==> src/rtl/redun_mont_pkg.sv <==
`default_nettype none
// ============================================================================
// Package : redun_mont_pkg
// Brief   : Shared sizing constants and FSM state type for the redundant
//           carry normalizer and its carry-propagation step.
// Revision: 1.0  initial release
// ============================================================================
package redun_mont_pkg;

  // Default geometry of the multiplier output bank.
  localparam int DEF_NUM_ELEMENTS = 33;
  localparam int DEF_DSP_BIT_LEN  = 17;
  localparam int DEF_WORD_LEN     = 16;

  // Derived sizes. A redundant coefficient plus the incoming carry fits in
  // DSP_BIT_LEN+1 bits, so the carry out of a step needs
  // DSP_BIT_LEN-WORD_LEN+1 bits and can never overflow that width.
  localparam int CARRY_W   = DEF_DSP_BIT_LEN - DEF_WORD_LEN + 1;
  localparam int NUM_WORDS = 2 * DEF_NUM_ELEMENTS;
  localparam int IDX_W     = $clog2(NUM_WORDS);

  // Normalizer control states.
  typedef enum logic [0:0] {
    IDLE   = 1'b0,
    STREAM = 1'b1
  } state_e;

endpackage : redun_mont_pkg
`default_nettype wire

==> src/rtl/carry_prop_step.sv <==
`default_nettype none
// ============================================================================
// Module  : carry_prop_step
// Brief   : One combinational carry-propagation step. Adds the running carry
//           to a redundant coefficient, returning the canonical low word and
//           the carry into the next, more significant coefficient.
// Revision: 1.0  initial release
// ============================================================================
module carry_prop_step
  import redun_mont_pkg::*;
#(
  parameter int DSP_BIT_LEN = DEF_DSP_BIT_LEN,
  parameter int WORD_LEN    = DEF_WORD_LEN
) (
  input  logic [DSP_BIT_LEN-1:0]          i_coef,
  input  logic [DSP_BIT_LEN-WORD_LEN:0]   i_carry,
  output logic [WORD_LEN-1:0]             o_word,
  output logic [DSP_BIT_LEN-WORD_LEN:0]   o_carry_next
);

  localparam int CW = DSP_BIT_LEN - WORD_LEN + 1;

  // One extra bit holds the full coefficient-plus-carry sum.
  logic [DSP_BIT_LEN:0] w_sum;

  assign w_sum        = {1'b0, i_coef} + {{(DSP_BIT_LEN + 1 - CW){1'b0}}, i_carry};
  assign o_word       = w_sum[WORD_LEN-1:0];
  assign o_carry_next = w_sum[DSP_BIT_LEN:WORD_LEN];

endmodule : carry_prop_step
`default_nettype wire

==> src/rtl/redundant_carry_normalizer.sv <==
`default_nettype none
// ============================================================================
// Module  : redundant_carry_normalizer
// Brief   : Captures a bank of redundant multiplier coefficients and streams
//           them out LSW first as canonical words over valid/ready, resolving
//           one carry per accepted word. The final carry-out rides with the
//           last word.
// Revision: 1.0  initial release
// ============================================================================
module redundant_carry_normalizer
  import redun_mont_pkg::*;
#(
  parameter int NUM_ELEMENTS = DEF_NUM_ELEMENTS,
  parameter int DSP_BIT_LEN  = DEF_DSP_BIT_LEN,
  parameter int WORD_LEN     = DEF_WORD_LEN
) (
  input  logic                                          i_clk,
  input  logic                                          i_rst_n,
  // Bank input
  input  logic                                          i_val,
  output logic                                          o_rdy,
  input  logic [2*NUM_ELEMENTS-1:0][DSP_BIT_LEN-1:0]    i_dat,
  // Word stream output
  output logic                                          o_val,
  input  logic                                          i_rdy,
  output logic [WORD_LEN-1:0]                           o_word,
  output logic [$clog2(2*NUM_ELEMENTS)-1:0]             o_idx,
  output logic                                          o_sop,
  output logic                                          o_eop,
  output logic [DSP_BIT_LEN-WORD_LEN:0]                 o_carry
);

  localparam int NW = 2 * NUM_ELEMENTS;
  localparam int IW = $clog2(NW);
  localparam int CW = DSP_BIT_LEN - WORD_LEN + 1;
  localparam logic [IW-1:0] LAST_IDX = IW'(NW - 1);

  // --------------------------------------------------------------------------
  // State
  // --------------------------------------------------------------------------
  state_e                             state_q, state_d;
  logic [NW-1:0][DSP_BIT_LEN-1:0]     bank_q,  bank_d;
  logic [IW-1:0]                      idx_q,   idx_d;
  // Carry out of the step currently presented on o_word; it is the carry-in
  // of the next step to be loaded.
  logic [CW-1:0]                      carry_q, carry_d;
  logic [WORD_LEN-1:0]                word_q,  word_d;
  logic                               sop_q,   sop_d;
  logic                               eop_q,   eop_d;
  logic [CW-1:0]                      ocarry_q, ocarry_d;

  // Step datapath
  logic [DSP_BIT_LEN-1:0]             w_coef;
  logic [CW-1:0]                      w_cin;
  logic [WORD_LEN-1:0]                w_step_word;
  logic [CW-1:0]                      w_step_carry;
  logic [IW-1:0]                      w_idx_nxt;
  logic                               w_nxt_is_last;

  // Next index wraps to 0 on the last word so the bank select never leaves
  // the valid coefficient range; the wrapped value is never loaded.
  assign w_idx_nxt     = (idx_q == LAST_IDX) ? '0 : idx_q + 1'b1;
  assign w_nxt_is_last = (w_idx_nxt == LAST_IDX);

  // Single shared carry step: fed from the input port while idle (step 0),
  // from the captured bank while streaming (step idx+1).
  carry_prop_step #(
    .DSP_BIT_LEN (DSP_BIT_LEN),
    .WORD_LEN    (WORD_LEN)
  ) u_step (
    .i_coef       (w_coef),
    .i_carry      (w_cin),
    .o_word       (w_step_word),
    .o_carry_next (w_step_carry)
  );

  // Next-state, operand selection and output-register load decisions.
  always_comb begin
    state_d  = state_q;
    bank_d   = bank_q;
    idx_d    = idx_q;
    carry_d  = carry_q;
    word_d   = word_q;
    sop_d    = sop_q;
    eop_d    = eop_q;
    ocarry_d = ocarry_q;
    w_coef   = i_dat[0];
    w_cin    = '0;

    case (state_q)
      IDLE: begin
        w_coef = i_dat[0];
        w_cin  = '0;
        if (i_val) begin
          bank_d   = i_dat;
          idx_d    = '0;
          word_d   = w_step_word;
          carry_d  = w_step_carry;
          sop_d    = 1'b1;
          eop_d    = (LAST_IDX == '0);
          ocarry_d = (LAST_IDX == '0) ? w_step_carry : '0;
          state_d  = STREAM;
        end
      end

      STREAM: begin
        w_coef = bank_q[w_idx_nxt];
        w_cin  = carry_q;
        // o_val is high throughout STREAM, so i_rdy alone is the handshake.
        if (i_rdy) begin
          if (eop_q) begin
            state_d = IDLE;
          end else begin
            idx_d    = w_idx_nxt;
            word_d   = w_step_word;
            carry_d  = w_step_carry;
            sop_d    = 1'b0;
            eop_d    = w_nxt_is_last;
            ocarry_d = w_nxt_is_last ? w_step_carry : '0;
          end
        end
      end

      default: begin
        state_d = IDLE;
      end
    endcase
  end

  // State, bank and output registers; reset discards any bank in flight.
  always_ff @(posedge i_clk or negedge i_rst_n) begin
    if (!i_rst_n) begin
      state_q  <= IDLE;
      bank_q   <= '0;
      idx_q    <= '0;
      carry_q  <= '0;
      word_q   <= '0;
      sop_q    <= 1'b0;
      eop_q    <= 1'b0;
      ocarry_q <= '0;
    end else begin
      state_q  <= state_d;
      bank_q   <= bank_d;
      idx_q    <= idx_d;
      carry_q  <= carry_d;
      word_q   <= word_d;
      sop_q    <= sop_d;
      eop_q    <= eop_d;
      ocarry_q <= ocarry_d;
    end
  end

  assign o_rdy   = (state_q == IDLE);
  assign o_val   = (state_q == STREAM);
  assign o_word  = word_q;
  assign o_idx   = idx_q;
  assign o_sop   = sop_q;
  assign o_eop   = eop_q;
  assign o_carry = ocarry_q;

endmodule : redundant_carry_normalizer
`default_nettype wire

==> config.mk <==
export PLATFORM = sky130hd
export DESIGN_NAME = redundant_carry_normalizer
export DESIGN_NICKNAME = d
export VERILOG_FILES = /design/src/rtl/redun_mont_pkg.sv /design/src/rtl/carry_prop_step.sv /design/src/rtl/redundant_carry_normalizer.sv
export SDC_FILE = /design/constraint.sdc
export NUM_CORES = 2
export LEC_CHECK = 0
export CELL_PAD_IN_SITES_DETAIL_PLACEMENT = 0
export CELL_PAD_IN_SITES_GLOBAL_PLACEMENT = 1
export CORE_AREA = 4 4 451 453
export DETAILED_ROUTE_END_ITERATION = 7
export DIE_AREA = 0 0 455 457
export PLACE_DENSITY_LB_ADDON = 0.3
export SETUP_SLACK_MARGIN = 0.05
export SYNTH_ARGS = -nofsm -noshare
export SYNTH_HDL_FRONTEND = slang
export SYNTH_HIERARCHICAL = 1
export SYNTH_SLANG_ARGS = --single-unit
==> constraint.sdc <==
create_clock -name i_clk -period 10.2 [get_ports i_clk]
set_input_delay 1.53 -clock i_clk [delete_from_list [all_inputs] [get_ports i_clk]]
set_output_delay 1.53 -clock i_clk [all_outputs]
set_load 0.01 [all_outputs]
==> run summary <==
The library cell used most frequently in the layout, excluding fill and tap cells, is nand2_1. The mapped netlist covers 53830 um^2. In this run the core area contains 164 standard-cell rows. In this run, the number of DRC markers left after iteration 0 of detailed routing was 4692. The synthesis-to-layout area growth came out at 35.83%. The tightest min-delay check is of the reg -> reg type. The clock net in this run drives a total of approximately 1200 sinks. The overall die area came out at ~210000 um^2. The parity-gate share of the synthesized area counting xor and xnor cells is 0.003905. Of all nets on the critical path, the largest fanout is 98. The synthesized-area fraction occupied by ao, oa, aoi and oai cells is 0.08323. The y dimension of the die came out at approximately 460 um. The completed layout was analyzed and its total power is about 0.025 W. The arrival time at the worst endpoint came out at between 6 and 7 ns.

The TritonCTS buffer count came out at ~150. The initial antenna violation count came to between 100 and 150. The count of state elements after synthesis is approximately 1200. The standard cell core area is ~200000 um^2. The smallest clock period supported by the final layout is computed as around 6 ns.

The fraction of synthesis flops using an asynchronous set or reset pin is 1.000. The starting density of the core is 0.2702. The wire-length estimate of the detail-placed layout is 228600 um.

For the final routed database, the setup TNS stands at 0 ns. The most used flip-flop cell after synthesis is dfrtp_1. The average via count per standard cell came out at about 5.0. In the synthesized netlist, the number of instances is 6352.

Of the total synthesized cell area, the portion taken by AND, OR, NAND and NOR gates is 0.2710. The number of buffers inserted by post-CTS setup repair came out at 0. The later pin in the worst-skew pair is clocked with a latency of 0.82 ns. The number of max-slew violations in the final report came to 0. On the final layout, the worst clock skew is around 0.03 ns. The cts-stage hold buffer count is 0. Summed over all layers, the routed wires come to 300000 um. The worst-case IR drop observed on VDD is between 0.3 and 0.4 mV.

Data on the critical path is required at its endpoint by approximately 11 ns. The netlist uses 75 different library cells. Setup slack closes at 4.130 ns. The library cell used as clock root buffer is clkbuf_16.

The critical path is of the reg -> reg type. The number of synthesized flops with an enable pin came out at 0. The clock slew at the register clock pins of the worst setup and hold paths came out at around 0.060 ns. The largest family of logic cells by synthesized area is simple AND/OR/NAND/NOR gates. The remaining antenna violation count after routing is 0. The routed via count came out at approximately 50000. Of the total synthesized cell area, the portion taken by full adders, half adders and majority gates is 0.001534. The worst slack at placement came out at around 4.2 ns. The congestion estimate from routability-driven global placement came to 0.9272.

Dividing the synthesized area by the synthesized cell count gives 8.475 um^2. The deepest level of the CTS H-tree is 4. The minimum setup slack among reg-to-reg paths is 4.13 ns. The global-route total usage across every layer is 0.2801.

After global routing the overflow that remains totals 0. The sequential element share of the synthesized area came out at 0.5355. The final setup violation count is 0. The average detailed-routed wire length per instance came out at slightly below 30 um.

The run finished with clean final reports. The final routed DRC violation total came out at 0. Max-cap violations in this run came to 0. The power density over the cells is roughly 340 nW/um^2. The final-stage net count came out at 8421. TritonCTS built the clock tree. The total number of yosys warnings is 6. The net count after synthesis is 7484.

The first-pass iteration count of the detailed router came out at 6. In this run the tool buffered the top-level ports with 1154 buffer cells. In the layout the commonest cells are nand2_1 (3565), clkdlybuf4s50_1 (1153), dfrtp_1 (1151). In this run the tightest slew margin relative to its limit is 0.1051. From left edge to right edge, the die measures between 400 and 500 um.

The layout cell share with drive strength beyond 1 is 0.06618. Once the clock tree was built, the resizer swapped 0 gates to a different size. The final hold violation count is 0. The wire length of the first global-routing pass came out at about 410000 um.

For this design the top-level I/O count stands at between 1000 and 1500. The fmax is between 0.15 and 0.2 GHz. Setup repair after global routing left no endpoint under its margin. The share of the clock period used by the worst path after layout is 0.5951. The maximum buffer depth of the clock tree came out at 3. STA classifies the critical path endpoint as a flop. At the pin with the least slew margin, the transition time is around 1.3 ns. The analysis attributes to cell leakage a power of ~35 nW. The via count of the first global-routing pass was 50960. The multiplexer area fraction after synthesis came out at 0.06971. The kind of launch point of the worst setup path is a flop. The maximum number of pins on one net before global-route repair came out at 215.
synth_stat cells, drive strengths merged (22+ instances only):
cell type	number	area (um^2)
nand2	3567	13390
dfrtp	1152	28830
clkbuf	342	1284
mux2i	178	1782
a21oi	142	718.2
o21ai	118	605.6
o221ai	101	884.6
buf	99	571.8
mux2	71	799.5
mux4	52	1171
nor2	50	209.0
o22ai	44	275.3
a221oi	38	332.8
and3	30	187.7
or3	30	187.7
a31oi	27	168.9
nor3	22	110.1
power by group:
part | switching [W] | internal (W)
registers | 0.00167 | 0.00670
clock network | 0.00227 | 0.00328
logic | 0.00750 | 0.00375
total | 0.0114 | 0.0137
logic make-up after synthesis:
kind of cell    count (synthesis)
flops                        1152
fa+ha+maj                       6
buf+inv                       450
xor+xnor                       24
mux                           301
simple gates                 3779
compound gates                640
state kept, by name, summed over array words and instances, names as in the netlist:
name / count
bank_q: 1122
o_word: 16
o_idx: 7
carry_q: 2
o_carry: 2
o_eop: 1
o_sop: 1
o_val: 1
critical path, stage by stage (launching register included):
cell	delay, ns
dfrtp_4	0.53
buf_12	0.51
and3b_1	0.32
o31a_2	0.63
buf_4	0.46
o21ai_4	0.16
buf_4	0.28
a221o_1	0.40
o22a_1	0.17
o221ai_1	0.44
o311ai_1	0.23
ha_1	0.29
fa_1	0.44
and4_1	0.37
and2_1	0.21
nand4_1	0.10
xnor2_1	0.12
nand2_1	0.09
o21ai_0	0.20
final timing paths:
check / start / end / cells after the start
min in group asynchronous: i_rst_n / bank_q[317] / 1
hold reg to reg: bank_q[1061] / bank_q[1061] / 2
setup / recovery: o_idx[0] / o_carry[0] / 18
setup reg to reg: o_idx[0] / o_carry[0] / 18
max in group asynchronous: i_rst_n / bank_q[873] / 3
hold / removal: bank_q[1061] / bank_q[1061] / 2
stage by stage:
step	hold slack, ns	util	std cells	cell area, um^2
final	0.4680	0.3670	10110	73120
after global routing	0.4821	0.3668	10090	73080
after CTS	0.4674	0.3664	10060	73000
after detailed placement	0.4530	0.3409	9795	67920
after global placement	0.4520	0.3409	9795	67920
after floorplan	0.4311	-	6352	53830
cell type report:
type                    count  area [um^2]
fillers                 20730       126100
flip-flops and latches   1152        28830
multi-input cells        4750        23400
repair buffers           1228        12320
clock buffers             207         4277
well taps                2656         3323
clock inverters            58        809.5
diodes                     46        115.1
inverters                   9        40.04
routing by layer:
metal / track usage / up-vias / share of wire / wire (um)
met5: 0 / - / 0.0013 / 387
met4: 0.1153 / 56 / 0.043 / 12750
met3: 0.07017 / 478 / 0.079 / 23580
met2: 0.4399 / 2053 / 0.46 / 137400
met1: 0.3673 / 25230 / 0.42 / 125900
li1: - / 22620 / - / -
(Power assumes the default switching activity.)
